**config.mk**
```make
export PLATFORM = sky130hd
export DESIGN_NAME = fixed_mul_seq
export DESIGN_NICKNAME = d
export VERILOG_FILES = /design/src/rtl/fixed_mul_seq.sv
export SDC_FILE = /design/constraint.sdc
export NUM_CORES = 1
export LEC_CHECK = 0
export CORE_AREA = 5 5 183 185
export CTS_CLUSTER_SIZE = 10
export DETAILED_ROUTE_END_ITERATION = 6
export DIE_AREA = 0 0 188 190
export SLEW_MARGIN = 20
export SYNTH_ARGS = -nofsm -noshare
export SYNTH_HDL_FRONTEND = slang
export SYNTH_SLANG_ARGS = --single-unit
```
**constraint.sdc**
```tcl
create_clock -name clk -period 8.6 [get_ports clk]
set_input_delay 1.72 -clock clk [delete_from_list [all_inputs] [get_ports clk]]
set_output_delay 1.72 -clock clk [all_outputs]
set_load 0.01 [all_outputs]
```
**src/rtl/fixed_mul_seq.sv**
```systemverilog
// Sequential signed fixed-point multiplier (shift-add, one multiplier bit per cycle, WIDTH+1 cycle latency).
// Optional macro FIXED_MUL_SAT_EN: saturate on overflow instead of wrapping.
module fixed_mul_seq #(
   parameter int WIDTH = 32,
   parameter int FRAC  = 16
) (
   input  logic             clk,
   input  logic             rst,
   input  logic             in_valid,
   output logic             in_ready,
   input  logic [WIDTH-1:0] a,
   input  logic [WIDTH-1:0] b,
   input  logic             sq,
   output logic [WIDTH-1:0] result,
   output logic             ovf,
   output logic             out_valid,
   input  logic             out_ready
);

   localparam int AW = 2 * WIDTH;
   localparam int CW = $clog2(WIDTH + 1);

   typedef enum logic [1:0] {IDLE, MUL, FIN, DONE} state_t;

   state_t           state;
   logic             sign;
   logic [AW-1:0]    acc;
   logic [AW-1:0]    mcand;
   logic [WIDTH-1:0] mplier;
   logic [CW-1:0]    cnt;

   logic [WIDTH-1:0] bsel;
   logic [WIDTH-1:0] amag;
   logic [WIDTH-1:0] bmag;
   logic [AW-1:0]    mag;
   logic             mag_ovf;
   logic [WIDTH-1:0] mag_lo;
   logic [WIDTH-1:0] signed_lo;
   logic [WIDTH-1:0] sat_val;

   // The most-negative operand negates to 2^(WIDTH-1), which still fits as an unsigned WIDTH-bit magnitude.
   always_comb begin
      bsel      = sq ? a : b;
      amag      = a[WIDTH-1]    ? (~a + WIDTH'(1))    : a;
      bmag      = bsel[WIDTH-1] ? (~bsel + WIDTH'(1)) : bsel;
      mag       = acc >> FRAC;
      mag_ovf   = |mag[AW-1:WIDTH-1];
      mag_lo    = mag[WIDTH-1:0];
      signed_lo = sign ? (~mag_lo + WIDTH'(1)) : mag_lo;
      sat_val   = sign ? {1'b1, {(WIDTH-1){1'b0}}} : {1'b0, {(WIDTH-1){1'b1}}};
   end

   always_ff @(posedge clk) begin
      if (rst) begin
         state     <= IDLE;
         in_ready  <= 1'b1;
         out_valid <= 1'b0;
         result    <= '0;
         ovf       <= 1'b0;
         sign      <= 1'b0;
         acc       <= '0;
         mcand     <= '0;
         mplier    <= '0;
         cnt       <= '0;
      end else begin
         case (state)
            IDLE: begin
               if (in_valid) begin
                  sign     <= a[WIDTH-1] ^ bsel[WIDTH-1];
                  mcand    <= {{WIDTH{1'b0}}, amag};
                  mplier   <= bmag;
                  acc      <= '0;
                  cnt      <= '0;
                  in_ready <= 1'b0;
                  state    <= MUL;
               end
            end
            MUL: begin
               if (mplier[0])
                  acc <= acc + mcand;
               mcand  <= mcand << 1;
               mplier <= mplier >> 1;
               cnt    <= cnt + CW'(1);
               if (cnt == CW'(WIDTH - 1))
                  state <= FIN;
            end
            FIN: begin
               ovf <= mag_ovf;
`ifdef FIXED_MUL_SAT_EN
               result <= mag_ovf ? sat_val : signed_lo;
`else
               result <= signed_lo;
`endif
               out_valid <= 1'b1;
               state     <= DONE;
            end
            DONE: begin
               if (out_ready) begin
                  out_valid <= 1'b0;
                  in_ready  <= 1'b1;
                  state     <= IDLE;
               end
            end
            default: state <= IDLE;
         endcase
      end
   end

`ifndef FIXED_MUL_SAT_EN
   logic unused_sat;
   assign unused_sat = ^sat_val;
`endif

endmodule

```
==> flow_summary.yaml <==
logic_synthesis:
  yosysWarnings: 0
  synth_nets: 1964
  syn_avg_cell_area_um2: 7.71
  syn_inst: 1823
  ys_seq_elements: 204
  ys_types: 93
  ys_seq_area_share_pct: 29.1
  syn_area_um2: 14100
  ys.flop_type: "dfxtp_1"
  synth_edf_count: 0
  async_flop_share_pct: 0
routing:
  drt-pass1-iter-count: 7
  vias_per_cell: 5.77
  ant_nets: 0
  drt_iter0_drc: 904
  wirelength_um: 38900
  drc: 0
  post_drt_wl_per_cell_um: 17.2
  num_vias: 13056
power_and_ir_drop:
  p_int_mw: 2.22
  pwr-share-comb_pct: 39.0
  pwr-share-seq_pct: 34.9
  power.density_nw_per_um2: 231
  switching_share_pct: 39.6
  power_switching_mw: 1.46
  ir_drop_mv: 0.185
  clkPwrFrac_pct: 26.1
  total_power_mw: 3.68
  p_leak_nw: 6.11
finish:
  syn_to_final_growth_pct: 13.3
  multiInputGateArea_um2: 9400
  stdcell_count: 2261
  final_net_count: 1984
  seq_area_um2: 4090
  finish.instance_area_um2: 15900
  diodes: 0
  fin_util_pct: 49.9
  fill_cells: 3125
  drive_gt1_share_pct: 5.29
global_routing:
  grt_pass1_vias: 12191
  grt_pass1_wl_um: 63400
  track_usage_pct: 20.8
  antenna_found_initial: 2
  grt.overflow.total: 0
  grt_max_degree: 88
worst_setup_path:
  worstSetupPathType: "in -> reg"
  worstPathRequired_ns: 9.03
  endpoint_kind: "register"
  cp_max_fo: 82
  max_stage_delay_ns: 0.73
  cp_cell_sequence: "buf_4 -> mux2i_1 -> ha_1 -> o21ai_2 -> nor4_4 -> and3_4 -> nand3_2 -> nor3_4 -> a21oi_2 -> xor2_1 -> a2111oi_2"
  crit_slowest_cell: "buf_4"
  start_kind: "primary input"
  cp.arrival_ns: 4.78
placement:
  dp_worst_setup_slack_ns: 3.67
  postPlaceCellArea_um2: 15200
  finalWeightedCongestion: 0.915
  dp.final_hpwl_um: 28200
  dp.cells: 2224
  port_buffers: 103
die:
  fp.dieW_um: 188
  die_y_um: 190
  std_cell_rows: 66
  die_area_um2: 35700
  ioPinCount: 104
  initial_core_util_pct: 44.1
  core-area_um2: 31900
clock_tree:
  cts_made_buffers: 25
  cts_root_buf: "clkbuf_16"
  cts_tree: "yes"
  postCtsSetupBuffers: 0
  cts_resized: 0
  path_clk_slew_ns: 0.06
  cts_htree_levels: 1
  cts_sinks: 204
  cts_hold_buf: 0
  clkLatencyLatePin_ns: 0.54
  clockBufferDepth: 3
outcome:
  status: "completed"
timing:
  finalSetupTns_ns: 0
  fin_skew_ns: 0.0234
  worstMarginPinSlew_ns: 0.984
  hold_viol_final: 0
  slew_headroom_pct: 34.4
  setup_viol: 0
  layout_setup_ws_ns: 4.25
  rsz0062_at_grt: "false"
  fin_crit_sh_pct: 50.6
  drv_slew: 0
  finalCriticalPeriod_ns: 4.35
  fmax_ghz: 0.230
  hold_ws_ns: 0.466
flow_run:
  cap_violations: 0
hold_path:
  hp-class: "reg -> reg"
Yosys cell counts (42+ instances only):
cell type	count	share of area [%]
clkbuf_1	89	2.4
nor2_1	216	5.8
xnor2_1	42	2.6
nand2_1	228	6.1
o21ai_0	94	3.3
a21o_1	44	2.4
dfxtp_1	204	29
a21oi_1	131	4.7
ha_1	71	6.3
a22oi_1	58	3.1
xor2_1	99	6.2
a211oi_1	42	2.2
cell type report:
class	count	area share [%]
inverters	26	0.613
clock inverters	2	0.157
flip-flops and latches	204	25.7
multi-input cells	1472	59.0
clock buffers	35	4.36
repair buffers	114	6.96
well taps	408	3.21
layout by cell type (no fill, tap or decap), drive strengths merged, types with 39 or more instances in the layout:
master	synthesis	layout
ha	71	71
a211oi	43	43
nor2	218	218
dfxtp	204	204
a21o	44	44
clkdlybuf4s50	0	100
nand2	228	228
o21ai	137	137
xnor2	42	42
xor2	99	99
o211ai	39	39
a22oi	58	58
mux2i	40	40
nand3	40	40
a21oi	132	132
nor3	41	41
state kept, by name, indices dropped and copies added (netlist names):
register	flops
acc	64
mcand	64
mplier	32
result	32
cnt	6
state	2
in_ready	1
out_valid	1
ovf	1
sign	1
path summary, 6_finish.rpt:
kind,start,end,slack (ns),cells past startpoint
setup reg to reg,state[1],acc[63],4.59,12
hold / removal,acc[48],acc[48],0.47,2
hold reg to reg,acc[48],acc[48],0.47,2
setup / recovery,sq,mplier[30],4.25,11
cells by family (layout without fill, tap and decap cells):
family | count (synthesis) | count (layout) | share of synthesized area [%]
muxes | 42 | 42 | 3.19
buffers and inverters | 147 | 177 | 4.24
AOI/OAI and AO/OA | 577 | 577 | 27.1
xor gates and xnor gates | 141 | 141 | 8.79
adders and majority gates | 72 | 72 | 6.46
and+or+nand+nor | 640 | 640 | 21.1
DFF | 204 | 204 | 29.1
critical path: cells and delay by family:
kind | cells | cell delay, ns
buffers and inverters | 1 | 0.73
AOI/OAI and AO/OA | 3 | 0.55
adders and majority gates | 1 | 0.26
and+or+nand+nor | 4 | 1.00
muxes | 1 | 0.33
xor gates and xnor gates | 1 | 0.18
power by group through the flow:
stage	clock network, mW	logic [mW]	registers, mW
after CTS	0.987	1.44	1.28
after floorplan	0	0.989	1.28
after global routing	1.03	1.60	1.31
final	0.960	1.43	1.28
after global placement	0	1.42	1.30
after detailed placement	0	1.44	1.30
metal layers:
metal,up-vias,global-route usage (%),routed length [µm]
met5,-,0,27
met4,4,3.78,547
met3,43,2.88,2100
met2,315,32.7,16700
met1,6051,30.9,19500
li1,6643,-,-
Note: power is estimated with default switching activity, not from simulation.
